**src/rtl/cursor_overlay_ctrl_if.sv**
```systemverilog
`default_nettype none
// ============================================================================
// Module      : cursor_overlay_ctrl_if
// Description : Bundle of mouse-driver events, VGA timing counters and the
//               aligned cursor-layer outputs handed to pixel_gen.
// Revision    : 1.0 - initial release
// ============================================================================
interface cursor_overlay_ctrl_if #(
    parameter int ADDR_W = 8
);
    // VGA timing side
    logic [9:0]        h_cnt;
    logic [9:0]        v_cnt;
    logic              valid;
    // Mouse driver side
    logic [9:0]        mouse_x;
    logic [9:0]        mouse_y;
    logic              mouse_left;
    logic              mouse_right;
    logic              mouse_event;
    // Cursor layer outputs
    logic [ADDR_W-1:0] cursor_addr;
    logic              enable_mouse_display;
    logic              valid_d;
    logic [9:0]        h_cnt_d;
    logic [9:0]        frame_x;
    logic [9:0]        frame_y;
    logic              left_flag;
    logic              right_flag;

    // Cursor overlay controller view
    modport slave (
        input  h_cnt, v_cnt, valid,
        input  mouse_x, mouse_y, mouse_left, mouse_right, mouse_event,
        output cursor_addr, enable_mouse_display, valid_d, h_cnt_d,
        output frame_x, frame_y, left_flag, right_flag
    );

    // Driver / timing-generator view
    modport master (
        output h_cnt, v_cnt, valid,
        output mouse_x, mouse_y, mouse_left, mouse_right, mouse_event,
        input  cursor_addr, enable_mouse_display, valid_d, h_cnt_d,
        input  frame_x, frame_y, left_flag, right_flag
    );
endinterface
`default_nettype wire

```
**src/rtl/cursor_overlay_ctrl.sv**
```systemverilog
`default_nettype none
// ============================================================================
// Module      : cursor_overlay_ctrl
// Description : Frame-coherent mouse cursor sequencer. Captures driver events,
//               commits them at vblank entry, produces a 2-stage pipelined
//               cursor-ROM address with aligned select/valid/h_cnt, and keeps
//               per-button flip flags alive for HOLD_FRAMES after release.
// Revision    : 1.0 - initial release
// ============================================================================
module cursor_overlay_ctrl #(
    parameter int CURSOR_W    = 16,
    parameter int CURSOR_H    = 16,
    parameter int H_ACTIVE    = 640,
    parameter int V_ACTIVE    = 480,
    parameter int HOLD_FRAMES = 4
) (
    input  logic                  clk,
    input  logic                  rst_n,
    cursor_overlay_ctrl_if.slave  bus
);

    localparam int ADDR_W = $clog2(CURSOR_W * CURSOR_H);
    localparam int DX_W   = $clog2(CURSOR_W);
    localparam int DY_W   = ADDR_W - DX_W;
    localparam int CNT_W  = (HOLD_FRAMES > 0) ? $clog2(HOLD_FRAMES + 1) : 1;

    localparam logic [9:0]  c_X_MAX   = 10'(H_ACTIVE - 1);
    localparam logic [9:0]  c_Y_MAX   = 10'(V_ACTIVE - 1);
    localparam logic [9:0]  c_FB_LINE = 10'(V_ACTIVE);
    localparam logic [10:0] c_W11     = 11'(CURSOR_W);
    localparam logic [10:0] c_H11     = 11'(CURSOR_H);

    typedef enum logic [1:0] {
        ST_IDLE    = 2'd0,
        ST_PRESSED = 2'd1,
        ST_HOLD    = 2'd2
    } btn_state_t;

    // Pending (not yet committed) event
    logic              r_pend;
    logic [9:0]        r_pend_x;
    logic [9:0]        r_pend_y;
    logic [1:0]        r_pend_btn;      // {right, left}

    // Frame-coherent state
    logic [9:0]        r_frame_x;
    logic [9:0]        r_frame_y;
    logic [1:0]        r_snap_btn;

    // Frame boundary detection
    logic              r_fb_cond_d;
    logic              w_fb_cond;
    logic              w_fb;

    // Overlay pipeline
    logic              r_hit_s1;
    logic              r_en;
    logic              r_valid_s1;
    logic              r_valid_d;
    logic [9:0]        r_h_s1;
    logic [9:0]        r_h_d;
    logic [ADDR_W-1:0] r_cursor_addr;

    logic [9:0]        w_clamp_x;
    logic [9:0]        w_clamp_y;
    logic [1:0]        w_btn_commit;
    logic              w_hit;
    logic [DX_W-1:0]   w_dx;
    logic [DY_W-1:0]   w_dy;
    logic [1:0]        w_flag;

    assign w_clamp_x = (bus.mouse_x > c_X_MAX) ? c_X_MAX : bus.mouse_x;
    assign w_clamp_y = (bus.mouse_y > c_Y_MAX) ? c_Y_MAX : bus.mouse_y;

    // Vblank entry; the delayed copy keeps a multi-cycle (V_ACTIVE,0) from strobing twice
    assign w_fb_cond = (bus.v_cnt == c_FB_LINE) && (bus.h_cnt == 10'd0);
    assign w_fb      = w_fb_cond && !r_fb_cond_d;

    // Button level the FSMs see at fb: freshly committed values win over the old snapshot
    assign w_btn_commit = r_pend ? r_pend_btn : r_snap_btn;

    // Edge detector register for the frame boundary strobe
    always_ff @(posedge clk or negedge rst_n) begin
        if (!rst_n) r_fb_cond_d <= 1'b0;
        else        r_fb_cond_d <= w_fb_cond;
    end

    // Event capture; a same-cycle event re-arms pending after fb has consumed the old one
    always_ff @(posedge clk or negedge rst_n) begin
        if (!rst_n) begin
            r_pend     <= 1'b0;
            r_pend_x   <= '0;
            r_pend_y   <= '0;
            r_pend_btn <= '0;
        end else if (bus.mouse_event) begin
            r_pend     <= 1'b1;
            r_pend_x   <= w_clamp_x;
            r_pend_y   <= w_clamp_y;
            r_pend_btn <= {bus.mouse_right, bus.mouse_left};
        end else if (w_fb) begin
            r_pend     <= 1'b0;
        end
    end

    // Commit pending position and buttons only at the frame boundary
    always_ff @(posedge clk or negedge rst_n) begin
        if (!rst_n) begin
            r_frame_x  <= '0;
            r_frame_y  <= '0;
            r_snap_btn <= '0;
        end else if (w_fb && r_pend) begin
            r_frame_x  <= r_pend_x;
            r_frame_y  <= r_pend_y;
            r_snap_btn <= r_pend_btn;
        end
    end

    // 11-bit bounds so a cursor at the right/bottom edge clips instead of wrapping
    assign w_hit = bus.valid
                && (bus.h_cnt >= r_frame_x) && ({1'b0, bus.h_cnt} < ({1'b0, r_frame_x} + c_W11))
                && (bus.v_cnt >= r_frame_y) && ({1'b0, bus.v_cnt} < ({1'b0, r_frame_y} + c_H11));

    // CURSOR_W is a power of two, so row*W + col is a plain concatenation of low bits
    assign w_dx = bus.h_cnt[DX_W-1:0] - r_frame_x[DX_W-1:0];
    assign w_dy = bus.v_cnt[DY_W-1:0] - r_frame_y[DY_W-1:0];

    // Two-stage overlay pipeline: address at +1 (ROM read), select/valid/h_cnt at +2
    always_ff @(posedge clk or negedge rst_n) begin
        if (!rst_n) begin
            r_hit_s1      <= 1'b0;
            r_en          <= 1'b0;
            r_valid_s1    <= 1'b0;
            r_valid_d     <= 1'b0;
            r_h_s1        <= '0;
            r_h_d         <= '0;
            r_cursor_addr <= '0;
        end else begin
            r_hit_s1      <= w_hit;
            r_cursor_addr <= w_hit ? {w_dy, w_dx} : '0;
            r_en          <= r_hit_s1;
            r_valid_s1    <= bus.valid;
            r_valid_d     <= r_valid_s1;
            r_h_s1        <= bus.h_cnt;
            r_h_d         <= r_h_s1;
        end
    end

    // One press/hold FSM per button (bit 0 = left, bit 1 = right)
    for (genvar gi = 0; gi < 2; gi++) begin : g_btn
        btn_state_t       r_state;
        btn_state_t       w_state_next;
        logic [CNT_W-1:0] r_cnt;
        logic [CNT_W-1:0] w_cnt_next;
        logic             r_flag;

        // State, hold counter and registered flag
        always_ff @(posedge clk or negedge rst_n) begin
            if (!rst_n) begin
                r_state <= ST_IDLE;
                r_cnt   <= '0;
                r_flag  <= 1'b0;
            end else begin
                r_state <= w_state_next;
                r_cnt   <= w_cnt_next;
                r_flag  <= (w_state_next != ST_IDLE);
            end
        end

        // Next state evaluated once per frame, at the boundary strobe
        always_comb begin
            w_state_next = r_state;
            w_cnt_next   = r_cnt;
            if (w_fb) begin
                case (r_state)
                    ST_IDLE: begin
                        if (w_btn_commit[gi]) w_state_next = ST_PRESSED;
                    end
                    ST_PRESSED: begin
                        if (!w_btn_commit[gi]) begin
                            if (HOLD_FRAMES == 0) begin
                                w_state_next = ST_IDLE;
                                w_cnt_next   = '0;
                            end else begin
                                w_state_next = ST_HOLD;
                                w_cnt_next   = CNT_W'(HOLD_FRAMES);
                            end
                        end
                    end
                    ST_HOLD: begin
                        if (w_btn_commit[gi]) begin
                            w_state_next = ST_PRESSED;
                            w_cnt_next   = '0;
                        end else if (r_cnt <= CNT_W'(1)) begin
                            w_state_next = ST_IDLE;
                            w_cnt_next   = '0;
                        end else begin
                            w_cnt_next   = r_cnt - CNT_W'(1);
                        end
                    end
                    default: begin
                        w_state_next = ST_IDLE;
                        w_cnt_next   = '0;
                    end
                endcase
            end
        end

        assign w_flag[gi] = r_flag;
    end

    assign bus.cursor_addr          = r_cursor_addr;
    assign bus.enable_mouse_display = r_en;
    assign bus.valid_d              = r_valid_d;
    assign bus.h_cnt_d              = r_h_d;
    assign bus.frame_x              = r_frame_x;
    assign bus.frame_y              = r_frame_y;
    assign bus.left_flag            = w_flag[0];
    assign bus.right_flag           = w_flag[1];

endmodule
`default_nettype wire

```
**src/flat_wrapper.sv**
```systemverilog
// flat-port wrapper written by rule: the top's interface ports become plain ports
module cursor_overlay_ctrl_flat 
#(
    parameter int CURSOR_W    = 16,
    parameter int CURSOR_H    = 16,
    parameter int H_ACTIVE    = 640,
    parameter int V_ACTIVE    = 480,
    parameter int HOLD_FRAMES = 4
)
  (clk, rst_n, bus_h_cnt, bus_v_cnt, bus_valid, bus_mouse_x, bus_mouse_y, bus_mouse_left, bus_mouse_right, bus_mouse_event, bus_cursor_addr, bus_enable_mouse_display, bus_valid_d, bus_h_cnt_d, bus_frame_x, bus_frame_y, bus_left_flag, bus_right_flag);
  cursor_overlay_ctrl_if #(.ADDR_W(8)) bus_i ();
  input  logic clk;
  input  logic rst_n;
  input wire logic [$bits(bus_i.h_cnt)-1:0] bus_h_cnt;
  input wire logic [$bits(bus_i.v_cnt)-1:0] bus_v_cnt;
  input wire logic [$bits(bus_i.valid)-1:0] bus_valid;
  input wire logic [$bits(bus_i.mouse_x)-1:0] bus_mouse_x;
  input wire logic [$bits(bus_i.mouse_y)-1:0] bus_mouse_y;
  input wire logic [$bits(bus_i.mouse_left)-1:0] bus_mouse_left;
  input wire logic [$bits(bus_i.mouse_right)-1:0] bus_mouse_right;
  input wire logic [$bits(bus_i.mouse_event)-1:0] bus_mouse_event;
  output wire logic [$bits(bus_i.cursor_addr)-1:0] bus_cursor_addr;
  output wire logic [$bits(bus_i.enable_mouse_display)-1:0] bus_enable_mouse_display;
  output wire logic [$bits(bus_i.valid_d)-1:0] bus_valid_d;
  output wire logic [$bits(bus_i.h_cnt_d)-1:0] bus_h_cnt_d;
  output wire logic [$bits(bus_i.frame_x)-1:0] bus_frame_x;
  output wire logic [$bits(bus_i.frame_y)-1:0] bus_frame_y;
  output wire logic [$bits(bus_i.left_flag)-1:0] bus_left_flag;
  output wire logic [$bits(bus_i.right_flag)-1:0] bus_right_flag;
  assign bus_i.h_cnt = bus_h_cnt;
  assign bus_i.v_cnt = bus_v_cnt;
  assign bus_i.valid = bus_valid;
  assign bus_i.mouse_x = bus_mouse_x;
  assign bus_i.mouse_y = bus_mouse_y;
  assign bus_i.mouse_left = bus_mouse_left;
  assign bus_i.mouse_right = bus_mouse_right;
  assign bus_i.mouse_event = bus_mouse_event;
  assign bus_cursor_addr = bus_i.cursor_addr;
  assign bus_enable_mouse_display = bus_i.enable_mouse_display;
  assign bus_valid_d = bus_i.valid_d;
  assign bus_h_cnt_d = bus_i.h_cnt_d;
  assign bus_frame_x = bus_i.frame_x;
  assign bus_frame_y = bus_i.frame_y;
  assign bus_left_flag = bus_i.left_flag;
  assign bus_right_flag = bus_i.right_flag;
  cursor_overlay_ctrl #(.CURSOR_W(CURSOR_W), .CURSOR_H(CURSOR_H), .H_ACTIVE(H_ACTIVE), .V_ACTIVE(V_ACTIVE), .HOLD_FRAMES(HOLD_FRAMES)) u_core (.clk(clk), .rst_n(rst_n), .bus(bus_i));
endmodule
```
**config.mk**
```make
export PLATFORM = sky130hd
export DESIGN_NAME = cursor_overlay_ctrl_flat
export DESIGN_NICKNAME = d
export VERILOG_FILES = /design/src/rtl/cursor_overlay_ctrl_if.sv /design/src/rtl/cursor_overlay_ctrl.sv /design/src/flat_wrapper.sv
export SDC_FILE = /design/constraint.sdc
export NUM_CORES = 1
export LEC_CHECK = 0
export CORE_UTILIZATION = 52
export DETAILED_ROUTE_END_ITERATION = 10
export GPL_TIMING_DRIVEN = 0
export PLACE_DENSITY = 0.83
export SKIP_LAST_GASP = 1
export SLEW_MARGIN = 5
export SYNTH_ARGS = -nofsm -noshare
export SYNTH_HDL_FRONTEND = slang
export SYNTH_SLANG_ARGS = --single-unit
```
**constraint.sdc**
```tcl
create_clock -name clk -period 3.49 [get_ports clk]
set_clock_uncertainty 0.15 [all_clocks]
set_input_delay 0.698 -clock clk [delete_from_list [all_inputs] [get_ports clk]]
set_output_delay 0.698 -clock clk [all_outputs]
set_load 0.005 [all_outputs]
```
==> results of run 1 <==
cells by family (layout without fill, tap and decap cells):
| logic type | count (synthesis) | after routing | synth area share (%) |
|---|---|---|---|
| adder cells (fa/ha/maj) | 48 | 48 | 13.72 |
| buffers and inverters | 54 | 158 | 4.572 |
| flip-flops | 90 | 90 | 50.18 |
| AND/OR/NAND/NOR | 91 | 91 | 10.82 |
| multiplexers | 25 | 25 | 6.217 |
| XOR/XNOR | 10 | 10 | 1.951 |
| AO/OA/AOI/OAI | 84 | 84 | 12.55 |
registers in the layout (all words and copies together) (netlist names), 4 cells and up:
signal                  cells
u_core.g_btn.r_state        4
u_core.r_pend_y            10
u_core.bus.h_cnt_d         10
u_core.bus.cursor_addr      8
u_core.bus.frame_y         10
u_core.g_btn.r_cnt          6
u_core.r_h_s1              10
u_core.bus.frame_x         10
u_core.r_pend_x            10
per-layer routing:
layer,up-vias,GRT usage (%)
met5,-,0
li1,1619,-
met3,22,5.153
met1,1624,27.94
met2,110,39.57
met4,0,10.73
layout make-up:
cell class	count	share of cell area, %
clock inverters	5	0.6592
multi-input cells	258	35.66
inverters	47	3.098
plain buffers	7	0.5054
clock buffers	11	2.483
well taps	105	2.307
repair buffers	88	15.73
flip-flops and latches	90	39.55
placed cells by master (no fill, tap or decap), types with 3 or more instances in the layout:
| master | Yosys | routed |
|---|---|---|
| nand3b_1 | 4 | 4 |
| clkbuf_1 | 4 | 5 |
| dfrtp_1 | 90 | 90 |
| o21ai_0 | 17 | 17 |
| nand2b_1 | 4 | 4 |
| o21bai_1 | 3 | 3 |
| nand3_1 | 11 | 11 |
| nor4_1 | 3 | 3 |
| inv_1 | 47 | 47 |
| clkbuf_8 | 0 | 10 |
| o31ai_1 | 5 | 5 |
| mux2_2 | 23 | 23 |
| ha_1 | 46 | 46 |
| a21o_1 | 4 | 4 |
| o22a_1 | 13 | 13 |
| nand2_1 | 18 | 18 |
| nor3_1 | 6 | 6 |
| xnor2_1 | 10 | 10 |
| nand4_1 | 6 | 6 |
| clkdlybuf4s50_1 | 0 | 86 |
| a211oi_1 | 3 | 3 |
| o22ai_1 | 3 | 3 |
| nor2_1 | 23 | 23 |
| a21oi_1 | 20 | 20 |
per-stage QoR:
| stage | std cells | setup slack, ns |
|---|---|---|
| 6_report | 611 | 0.3972 |
| 5_1_grt | 611 | 0.1476 |
| 4_1_cts | 611 | 0.3915 |
| 3_5_place_dp | 595 | 0.08692 |
| 3_3_place_gp | 594 | -1.499 |
| 2_1_floorplan | 402 | 0.7540 |
path summary, 6_finish.rpt:
check,depth (start not counted),to,start,slack [ns]
setup / recovery,12,u_core.bus.cursor_addr[7],u_core.bus.frame_x[8],0.40
min in group clk,0,u_core.bus.h_cnt_d[7],u_core.r_h_s1[7],0.20
setup reg to reg,12,u_core.bus.cursor_addr[7],u_core.bus.frame_x[8],0.40
hold / removal,1,u_core.r_pend_y[2],rst_n,0.17
hold reg to reg,0,u_core.bus.h_cnt_d[7],u_core.r_h_s1[7],0.20
max in group asynchronous,2,u_core.bus.frame_x[5],rst_n,2.40
power breakdown:
group | leakage, nW | switching [mW] | internal [mW]
clock network | 0.0859 | 0.369 | 0.281
logic | 1.23 | 0.0983 | 0.110
registers | 1.11 | 0.0156 | 1.08
worst register-to-register path, delay by kind of cell (launching register included):
kind            cells  cell delay [ns]
xor+xnor            1             0.16
buf+inv             2             0.30
simple gates        4             1.05
compound gates      4             0.66
flops               1             0.39
fa+ha+maj           1             0.31
==> flow_summary.ini, run 1 <==
[outcome]
run_status = finished clean

[clocking]
cts_max_level = 3
cts_tree = built
post_cts_buffers = 0
clock_path_buffers = 2
ctsHoldBuffers = 0
insertion_delay_ns = 0.36
path_clk_slew_ns = 0.09
root_buffer = clkbuf_8
cts-resized-gates = 0
cts_sinks = 90
numCtsBuffers = 9

[synthesis]
syn_nets = 496
synth_top_area_share_pct = 50.18
ys_seq_area_share_pct = 50.18
synth_ff_type = dfrtp_1
synth.most_common_cell = dfrtp_1
syn_area_mm2 = 0.004488
yosysUniqueCellTypes = 51
syn_avg_cell_area_um2 = 11.16
synth-seq-cells = 90
syn_inst = 402
yosys-top-cells-count = 90 x dfrtp_1, 47 x inv_1, 46 x ha_1
async_flop_share_pct = 100.0
synth_top_area_cell = dfrtp_1
synth_edf_count = 0
synth_warnings = 0
yosys-top-cells-area = dfrtp_1 50%, ha_1 13%, mux2_2 5.8%

[critical_path]
crit_path_cell_trace = inv_1 > nor3_1 > nand3_1 > xnor2_1 > ha_1 > a21oi_1 > o21ai_0 > nor4b_2 > o32ai_1 > or4_1 > buf_2 > a211oi_2
critPathSlowestCell = or4_1
endpoint_kind = flop
path_class = reg -> reg
cp.required_ns = 3.61
cp_data_arrival_time_ns = 3.21
cp_max_fo = 9
crit_path_max_incr_delay_ns = 0.47
cp_top_family = simple AND/OR/NAND/NOR gates
path_buf_inv = 2
critPathLaunchType = flop

[drt]
routed_wl_um = 9625
first_iter_violations = 130
drc = 0
wl_per_cell_um = 15.75
wl_met2_um = 4820
wl_met1_um = 4048
dr.pass1.iters = 4
avgViaCountPerCell = 5.524
vias = 3375
met3WireLength_um = 512
ant_nets = 0
highest_layer = met4

[finish]
fillers = 638
drive_gt1_share_pct = 9.881
fin_util_pct = 68.61
finalInstanceArea_mm2 = 0.005694
regArea_mm2 = 0.002252
antenna_cells = 0
area_delta_synth_final_pct = 26.87
fin_nets = 595
multi_input_area_mm2 = 0.002031

[sta]
holdWs_ns = 0.1716
worst_pin_slew_ns = 0.7287
max_freq_mhz = 323.3
hold_viol_final = 0
setup_viol = 0
finalCritPeriodShare_pct = 88.62
setup-tns-final_ns = 0
max-slew-margin-rel_pct = 51.15
min_period_ns = 3.093
slew_violations = 0
rsz0062_at_grt = false

[floorplan]
fp-row-count = 33
die_w_um = 94.90
die_area_mm2 = 0.009006
die_height_um = 94.90
io-pin-count = 88
core_area_mm2 = 0.008299
initial_core_util_pct = 54.08

[placed_design]
gp_congestion = 0.8921
dp_hpwl_um = 7434
port_buffers = 87
placed_area_mm2 = 0.005515

[pwr]
ir_drop_v = 0.0002015
p_leak_nw = 2.427
p_per_area_mw_per_mm2 = 342.7
finalPower_mw = 1.951

[global_route]
grt_pass1_wl_um = 15730
antenna_found_initial = 0
grt_pass1_vias = 3341
overflow = 0
gr-usage-all-layers_pct = 23.22
grt_max_degree = 48

[job]
maxCapViolCount = 0

[hold_path]
hp-class = in -> async
No activity file was read; power rests on OpenSTA's default activity.
==> inputs of run 2 (changes only) <==
- SETUP_SLACK_MARGIN: not set -> 0.15
==> run 2 against run 1 <==
  * Sequential share of layout area did not move
  * Worst setup slack improved by 0.022 ns
  * Critical path depth did not move
==> flow_summary.ini, run 2 (synthesis results as in run 1) <==
[placed_design]
dp_hpwl_um = 7434
gp_congestion = 0.8921
port_buffers = 87
placed_area_mm2 = 0.005515

[critical_path]
cp_max_fo = 9
r2r-start = u_core.bus.frame_x[8]
rr_endpoint = u_core.bus.cursor_addr[7]
endpoint_kind = flop
rrSetupSlack_ns = 0.44
crit_end = u_core.bus.cursor_addr[7]
cp_data_arrival_time_ns = 3.19
critPathLaunchType = input pin
rr_worst_depth = 12
cp.required_ns = 3.61
path_class = in -> reg
startpoint = bus_v_cnt[0]

[clocking]
insertion_delay_ns = 0.36
root_buffer = clkbuf_8
numCtsBuffers = 9
cts_sinks = 90
path_clk_slew_ns = 0.09
cts_max_level = 3
clock_path_buffers = 2
post_cts_buffers = 0
cts_tree = built

[global_route]
antenna_found_initial = 0
grt_max_degree = 48
grt_pass1_vias = 3341
grt_pass1_wl_um = 15730
overflow = 0
gr-usage-all-layers_pct = 23.22

[drt]
avgViaCountPerCell = 5.524
dr.pass1.iters = 4
vias = 3375
first_iter_violations = 130
routed_wl_um = 9626
wl_per_cell_um = 15.75
drc = 0
ant_nets = 0

[floorplan]
die_w_um = 94.90
core_area_mm2 = 0.008299
die_area_mm2 = 0.009006
initial_core_util_pct = 54.08
io-pin-count = 88
die_height_um = 94.90
fp-row-count = 33

[pwr]
ir_drop_v = 0.0002015
p_per_area_mw_per_mm2 = 342.7
p_leak_nw = 2.427
finalPower_mw = 1.951

[finish]
multi_input_area_mm2 = 0.002031
layout_commonest_cell = dfrtp_1
fin_nets = 595
layout_common_cells = 90 x dfrtp_1, 86 x clkdlybuf4s50_1, 47 x inv_1, 46 x ha_1
fillers = 638
finalInstanceArea_mm2 = 0.005694
drive_gt1_share_pct = 9.881
regArea_mm2 = 0.002252
area_delta_synth_final_pct = 26.87
antenna_cells = 0

[sta]
min_period_ns = 3.071
setup_viol = 0
worst_pin_slew_ns = 0.7287
slew_violations = 0
rsz0062_at_grt = false
max-slew-margin-rel_pct = 51.15
finalCritPeriodShare_pct = 87.99
hold_viol_final = 0
max_freq_mhz = 325.6

[hold_path]
hp-class = in -> async

[job]
maxCapViolCount = 0

[outcome]
run_status = finished clean
run 2: cell count changes in the layout (fill, tap and decap cells not counted):
cell and change:
o21ai_0 -1, o21ai_1 +1
run 2: timing repair:
action / 4_1_cts / 5_1_grt
gates resized for setup: 0 / 1
hold buffers: 0 / 0
setup endpoints to repair: 0 / 1
run 2: worst min path at each step:
| stage | start | endpoint | depth (start not counted) |
|---|---|---|---|
| 3_3_place_gp | u_core.r_h_s1[5] | u_core.bus.h_cnt_d[5] | 0 |
| 5_1_grt | rst_n | u_core.r_pend_y[2] | 1 |
| 6_report | rst_n | u_core.r_pend_y[2] | 1 |
| 3_5_place_dp | u_core.r_h_s1[4] | u_core.bus.h_cnt_d[4] | 0 |
| 4_1_cts | rst_n | u_core.r_pend_y[2] | 1 |
| 2_1_floorplan | u_core.r_hit_s1 | u_core.bus.enable_mouse_display | 0 |
run 2: metal layers:
layer,GRT usage [%],share of wire [%],vias to the layer above
met1,27.94,42,1624
met4,10.73,2.5,0
met2,39.57,50,110
met3,5.153,5.3,22
li1,-,-,1619
met5,0,0,-
run 2: worst max-delay path: stages:
cell,delay [ns]
clkdlybuf4s50_1,0.54
inv_1,0.06
ha_1,0.18
inv_1,0.06
fa_1,0.20
a211oi_1,0.07
o21ai_0,0.19
o2111ai_1,0.13
and3_1,0.15
or4_1,0.50
buf_2,0.19
a211oi_2,0.21
run 2: area by class of cell:
class                           instances  share of cell area, %
Clock buffer                           11                  2.483
Buffer                                  7                 0.5054
Multi-Input combinational cell        258                  35.66
Tap cell                              105                  2.307
Timing Repair Buffer                   88                  15.73
Inverter                               47                  3.098
Sequential cell                        90                  39.55
Clock inverter                          5                 0.6592
run 2: stage by stage:
stage / setup TNS, ns / std cells / worst slack (ns) / util [%] / hold slack (ns)
floorplan: 0 / 402 / 0.7540 / - / 0.1812
global placement: -134.28 / 594 / -1.499 / 66.15 / 0.1813
detailed placement: 0 / 595 / 0.08692 / 66.46 / 0.1864
CTS: 0 / 611 / 0.3915 / 68.61 / 0.1805
global route: 0 / 611 / 0.2045 / 68.61 / 0.2048
finish: 0 / 611 / 0.4190 / 68.61 / 0.1716
run 2: where the power goes:
part           total [mW]  internal, mW  leakage, nW  switching [mW]
logic               0.208         0.110         1.23          0.0983
registers            1.09          1.08         1.11          0.0156
clock network       0.650         0.281       0.0859           0.369
total                1.95          1.47         2.43           0.483
